### src/rtl/addsub_wb_sequencer.sv
`default_nettype none
// ============================================================================
// Module   : addsub_wb_sequencer
// Purpose  : Wishbone command/result FIFO front end for the 16-bit add/sub stage
// Revision : 1.0 - initial release
// ============================================================================
module addsub_wb_sequencer #(
  parameter int DEPTH         = 4,
  parameter int ADDER_LATENCY = 1
) (
  input  logic        clk,
  input  logic        reset,
  input  logic        wbs_cyc_i,
  input  logic        wbs_stb_i,
  input  logic        wbs_we_i,
  input  logic [31:0] wbs_adr_i,
  input  logic [31:0] wbs_dat_i,
  output logic        wbs_ack_o,
  output logic [31:0] wbs_dat_o,
  output logic [31:0] op_wdata,
  output logic        op_nadd_sub,
  output logic        op_valid,
  input  logic [31:0] res_rdata,
  output logic        busy
);

  localparam int c_AW = $clog2(DEPTH);
  localparam int c_CW = $clog2(DEPTH + 1);
  localparam logic [c_CW-1:0] c_FULL     = c_CW'(DEPTH);
  localparam logic [2:0]      c_LAT_INIT = 3'(ADDER_LATENCY - 1);

  localparam logic [1:0] c_IDLE    = 2'd0;
  localparam logic [1:0] c_ISSUE   = 2'd1;
  localparam logic [1:0] c_WAIT    = 2'd2;
  localparam logic [1:0] c_CAPTURE = 2'd3;

  logic [1:0]      r_state;
  logic [2:0]      r_lat;
  logic            r_ack;
  logic [31:0]     r_dat;
  logic [31:0]     r_op_wdata;
  logic            r_op_sub;
  logic            r_ovf;
  logic            r_udf;

  logic [32:0]     r_cmd_mem [DEPTH];
  logic [c_AW-1:0] r_cmd_wp;
  logic [c_AW-1:0] r_cmd_rp;
  logic [c_CW-1:0] r_cmd_count;

  logic [31:0]     r_res_mem [DEPTH];
  logic [c_AW-1:0] r_res_wp;
  logic [c_AW-1:0] r_res_rp;
  logic [c_CW-1:0] r_res_count;

  logic [1:0]  w_addr;
  logic        w_req;
  logic        w_wr;
  logic        w_rd;
  logic        w_cmd_wr;
  logic        w_cmd_full;
  logic        w_cmd_push;
  logic        w_cmd_pop;
  logic        w_res_empty;
  logic        w_res_pop;
  logic        w_res_push;
  logic        w_clr;
  logic [31:0] w_status;
  logic [31:0] w_rdata;
  logic [29:0] w_unused_adr;

  assign w_unused_adr = {wbs_adr_i[31:4], wbs_adr_i[1:0]};
  assign w_addr       = wbs_adr_i[3:2];
  assign w_req        = wbs_cyc_i & wbs_stb_i & ~r_ack;
  assign w_wr         = w_req & wbs_we_i;
  assign w_rd         = w_req & ~wbs_we_i;

  // Fullness is judged on the pre-pop count, so a push racing an issue still overflows.
  assign w_cmd_wr    = w_wr & ~w_addr[1];
  assign w_cmd_full  = (r_cmd_count == c_FULL);
  assign w_cmd_push  = w_cmd_wr & ~w_cmd_full;
  assign w_cmd_pop   = (r_state == c_ISSUE);
  assign w_res_empty = (r_res_count == '0);
  assign w_res_pop   = w_rd & (w_addr == 2'd2) & ~w_res_empty;
  assign w_res_push  = (r_state == c_CAPTURE);
  assign w_clr       = w_wr & (w_addr == 2'd3);

  assign w_status = {11'd0, w_res_empty, w_cmd_full, r_udf, r_ovf, busy,
                     8'(r_res_count), 8'(r_cmd_count)};

  always_comb begin
    w_rdata = '0;
    if (w_rd) begin
      case (w_addr)
        2'd2:    w_rdata = w_res_empty ? 32'd0 : r_res_mem[r_res_rp];
        2'd3:    w_rdata = w_status;
        default: w_rdata = '0;
      endcase
    end
  end

  always_ff @(posedge clk) begin
    if (w_cmd_push) r_cmd_mem[r_cmd_wp] <= {w_addr[0], wbs_dat_i};
    if (w_res_push) r_res_mem[r_res_wp] <= res_rdata;
  end

  always_ff @(posedge clk) begin
    if (reset) begin
      r_ack       <= 1'b0;
      r_dat       <= '0;
      r_ovf       <= 1'b0;
      r_udf       <= 1'b0;
      r_cmd_wp    <= '0;
      r_cmd_rp    <= '0;
      r_cmd_count <= '0;
      r_res_wp    <= '0;
      r_res_rp    <= '0;
      r_res_count <= '0;
    end else begin
      r_ack <= w_req;
      r_dat <= w_rdata;
      if (w_cmd_push) r_cmd_wp <= r_cmd_wp + c_AW'(1);
      if (w_cmd_pop)  r_cmd_rp <= r_cmd_rp + c_AW'(1);
      r_cmd_count <= r_cmd_count + c_CW'(w_cmd_push) - c_CW'(w_cmd_pop);
      if (w_res_push) r_res_wp <= r_res_wp + c_AW'(1);
      if (w_res_pop)  r_res_rp <= r_res_rp + c_AW'(1);
      r_res_count <= r_res_count + c_CW'(w_res_push) - c_CW'(w_res_pop);
      if (w_cmd_wr && w_cmd_full)        r_ovf <= 1'b1;
      else if (w_clr && wbs_dat_i[17])   r_ovf <= 1'b0;
      if (w_rd && (w_addr == 2'd2) && w_res_empty) r_udf <= 1'b1;
      else if (w_clr && wbs_dat_i[18])             r_udf <= 1'b0;
    end
  end

  // Only one command is ever in flight, so checking for result space at issue reserves it.
  always_ff @(posedge clk) begin
    if (reset) begin
      r_state    <= c_IDLE;
      r_lat      <= '0;
      r_op_wdata <= '0;
      r_op_sub   <= 1'b0;
    end else begin
      case (r_state)
        c_IDLE: begin
          if ((r_cmd_count != '0) && (r_res_count < c_FULL)) begin
            r_state    <= c_ISSUE;
            r_op_wdata <= r_cmd_mem[r_cmd_rp][31:0];
            r_op_sub   <= r_cmd_mem[r_cmd_rp][32];
          end
        end
        c_ISSUE: begin
          r_state <= c_WAIT;
          r_lat   <= c_LAT_INIT;
        end
        c_WAIT: begin
          if (r_lat == 3'd0) r_state <= c_CAPTURE;
          else               r_lat   <= r_lat - 3'd1;
        end
        c_CAPTURE: r_state <= c_IDLE;
        default:   r_state <= c_IDLE;
      endcase
    end
  end

  assign wbs_ack_o   = r_ack;
  assign wbs_dat_o   = r_dat;
  assign op_wdata    = r_op_wdata;
  assign op_nadd_sub = r_op_sub;
  assign op_valid    = (r_state == c_ISSUE);
  assign busy        = (r_state != c_IDLE);

endmodule
`default_nettype wire

### config.mk
export PLATFORM = sky130hd
export DESIGN_NAME = addsub_wb_sequencer
export DESIGN_NICKNAME = d
export VERILOG_FILES = /design/src/rtl/addsub_wb_sequencer.sv
export SDC_FILE = /design/constraint.sdc
export NUM_CORES = 1
export LEC_CHECK = 0
export BUFFER_PORTS_ARGS = -buffer_cell sky130_fd_sc_hd__buf_2
export CAP_MARGIN = 20
export CORE_MARGIN = 4
export CORE_UTILIZATION = 39
export DETAILED_ROUTE_END_ITERATION = 12
export PLACE_DENSITY = 0.66
export SETUP_SLACK_MARGIN = 0.4
export SLEW_MARGIN = 20
export SYNTH_ARGS = -nofsm -noshare
export SYNTH_HDL_FRONTEND = slang
export SYNTH_SLANG_ARGS = --single-unit
### constraint.sdc
create_clock -name clk -period 3.05 [get_ports clk]
set_clock_uncertainty 0.1 [all_clocks]
set_input_delay 0.305 -clock clk [delete_from_list [all_inputs] [get_ports clk]]
set_output_delay 0.305 -clock clk [all_outputs]
set_load 0.01 [all_outputs]
==> impl_metrics.env <==
export IMPL_status="complete, no violations"
export IMPL_hold_violations=0
export IMPL_synth_avg_cell_area_um2=19.5
export IMPL_r2r_end="r_res_count[2]"
export IMPL_power_leakage_uw=0.00564
export IMPL_synth_cell_types=48
export IMPL_cts_root_buf="clkbuf_16"
export IMPL_ys_seq_area_frac=0.750
export IMPL_drt_iter0_markers=313
export IMPL_dieArea_um2=35800
export IMPL_drc=0
export IMPL_r2r_cells=10
export IMPL_clock_fmax_ghz=0.402
export IMPL_syn_nets=776
export IMPL_rows=66
export IMPL_reg2reg_from="wbs_ack_o"
export IMPL_async_flop_share=0
export IMPL_synth_seq_cells=349
export IMPL_hold_path_cell_count=4
export IMPL_synthCells=655
export IMPL_cap_viol_max_count=0
export IMPL_fin_ws_ns=0.563
export IMPL_min_period_ns=2.49
export IMPL_grt_ovfl_total=0
export IMPL_start_util=0.394
export IMPL_relSlewSlack=0.374
export IMPL_routed_wl_um=25200
export IMPL_dpl_worst_slack_ns=0.457
export IMPL_cts_tree="yes"
export IMPL_htreeDepth=2
export IMPL_tns_ns=0
export IMPL_cts_max_path_buffers=3
export IMPL_path_class="reg -> reg"
export IMPL_finish_utilization=0.491
export IMPL_drtPass1Iterations=4
export IMPL_grt_pass1_vias=7021
export IMPL_grt_pass1_wl_um=40200
export IMPL_die_h_um=189
export IMPL_grt_max_degree=35
export IMPL_portBuffers=138
export IMPL_start_kind="flip-flop"
export IMPL_critPathMaxFanout=3
export IMPL_dpl_hpwl_um=15200
export IMPL_worstMarginPinSlew_ns=0.940
export IMPL_placed_cell_area_um2=14000
export IMPL_drv_slew=0
export IMPL_core_area_um2=32500
export IMPL_synthesis_area_um2=12800
export IMPL_nNetsFinal=1009
export IMPL_hold_path_startpoint="wbs_adr_i[3]"
export IMPL_grt_use_total=0.141
export IMPL_placedCellCount=1224
export IMPL_finalSetupViolCount=0
export IMPL_fin_crit_sh=0.815
export IMPL_fillers=2721
export IMPL_clkTransAtPathRegs_ns=0.06
export IMPL_grt_setup_unrepaired="false"
export IMPL_synth_top_flop_cell="edfxtp_1"
export IMPL_final_area_um2=15900
export IMPL_fin_cells=1359
export IMPL_antenna_found_initial=0
export IMPL_drive_gt1_frac=0.332
export IMPL_whs_endpoint="r_ovf"
export IMPL_cts_sinks=349
export IMPL_synth_edf_count=260
export IMPL_vias=6615
export IMPL_holdCritPathClass="in -> reg"
export IMPL_reg2reg_slack_ns=0.56
export IMPL_worstPathArrival_ns=2.81
export IMPL_vdd_drop_max_v=0.000380
export IMPL_syn2layout_area_growth_pct=24.5
export IMPL_yosysWarnings=0
export IMPL_numCtsBuffers=37
export IMPL_ant_nets=0
export IMPL_routedWlPerCell_um=18.5
export IMPL_gp_congestion=0.702
export IMPL_clock_latency_ns=0.50
export IMPL_crit_required_ns=3.37
export IMPL_crit_path_end_kind="flip-flop"
export IMPL_viasPerCell=4.87
export IMPL_pin_count=169
export IMPL_power_density_nw_per_um2=740
export IMPL_antenna_cells=0
export IMPL_chipWidth_um=189
-- synth_stat cells (all sizes together), types with 3 or more instances --
library cell,count,area (um2)
nor2,14,52.6
a22o,33,289
nor4,3,48.8
o21ai,3,15.0
nor3,5,35.0
xor2,3,26.3
clkbuf,4,15.0
buf,26,219
mux4,65,1470
nand3,11,55.1
mux2i,3,30.0
nor2b,28,175
inv,19,71.3
nand2,18,67.6
ha,18,225
edfxtp,260,7810
and2,11,68.8
a21oi,14,70.1
mux2,4,48.8
dfxtp,89,1780
-- final cells by class --
cell class / count / area, um2 / share of cell area
Clock inverter: 17 / 144 / 0.00903
Multi-Input combinational cell: 256 / 2910 / 0.182
Clock buffer: 51 / 1070 / 0.0672
Inverter: 20 / 75.1 / 0.00471
Tap cell: 442 / 553 / 0.0347
Timing Repair Buffer: 224 / 1580 / 0.0994
Sequential cell: 349 / 9590 / 0.602
-- metal layers --
layer | routed length (um) | vias up | global-route usage
met5 | 0 | - | 0
met4 | 581 | 0 | 0.0367
met3 | 1320 | 41 | 0.0295
met2 | 12100 | 183 | 0.233
met1 | 11200 | 3343 | 0.194
li1 | - | 3048 | -
-- where the power goes --
group          switching (uW)  internal [uW]  leakage [uW]
Sequential                236           5400       0.00306
Clock                    1760           2640      0.000598
Combinational             878            870       0.00198
-- repair_timing --
action,4_1_cts,5_1_grt
hold buffers,65,0
gates resized for setup,0,3
endpoints found under the hold margin,257,0
setup buffers,0,2
endpoints found under the setup margin,0,1
-- sequential cells by signal (all words and copies together), names as in the netlist, 3 cells and up, named ones only --
| signal | cells |
|---|---|
| r_res_count | 3 |
| r_res_mem | 128 |
| r_lat | 3 |
| op_wdata | 32 |
| wbs_dat_o | 32 |
| r_cmd_mem | 132 |
| r_cmd_count | 3 |
-- worst max path at each step --
stage	from	to	depth (start not counted)
2_1_floorplan	wbs_ack_o	r_res_count[2]	10
3_3_place_gp	wbs_stb_i	r_res_count[2]	11
3_5_place_dp	wbs_stb_i	r_res_count[2]	11
4_1_cts	wbs_stb_i	r_res_count[2]	12
5_1_grt	wbs_ack_o	r_res_count[2]	10
6_report	wbs_ack_o	r_res_count[2]	10
-- cells in the final DEF, fill, tap and decap left out, types with 4 or more instances in the layout --
master / count
edfxtp_1: 260
buf_2: 137
dfxtp_1: 85
mux4_2: 64
dlygate4sd3_1: 64
clkbuf_16: 39
a22o_1: 33
nor2b_1: 28
nand2_1: 18
ha_1: 18
inv_1: 17
buf_4: 15
nor2_1: 14
a21oi_1: 14
nand3_1: 11
and2_2: 8
clkinv_2: 8
clkbuf_1: 7
buf_12: 6
clkbuf_8: 5
clkinv_1: 4
dfxtp_2: 4
-- worst max-delay path, cell delays in order, from the launching register on --
cell,delay [ns]
dfxtp_1,0.31
nand4b_1,0.31
nor4_4,0.41
ha_1,0.29
inv_1,0.05
ha_1,0.12
inv_1,0.04
fa_2,0.33
xor2_1,0.16
and2_1,0.17
nor3_1,0.12
-- logic make-up (layout without fill, tap and decap cells) --
group                    after synthesis  count (layout)  synth area share
AO/OA/AOI/OAI                         56              56            0.0334
AND/OR/NAND/NOR                      103             103            0.0478
flip-flops                           349             349             0.750
multiplexers                          72              72             0.121
adder cells (fa/ha/maj)               20              20            0.0207
buffers and inverters                 50             312            0.0242
XOR/XNOR                               5               5           0.00342
-- metrics by stage --
step / hold slack [ns] / power, uW
after floorplan: 0.304 / 6890
after global placement: 0.355 / 7410
after detailed placement: 0.358 / 7450
after CTS: 0.0668 / 11900
after global routing: 0.0919 / 12300
final: 0.0864 / 11800
Note: power is estimated with default switching activity, not from simulation.
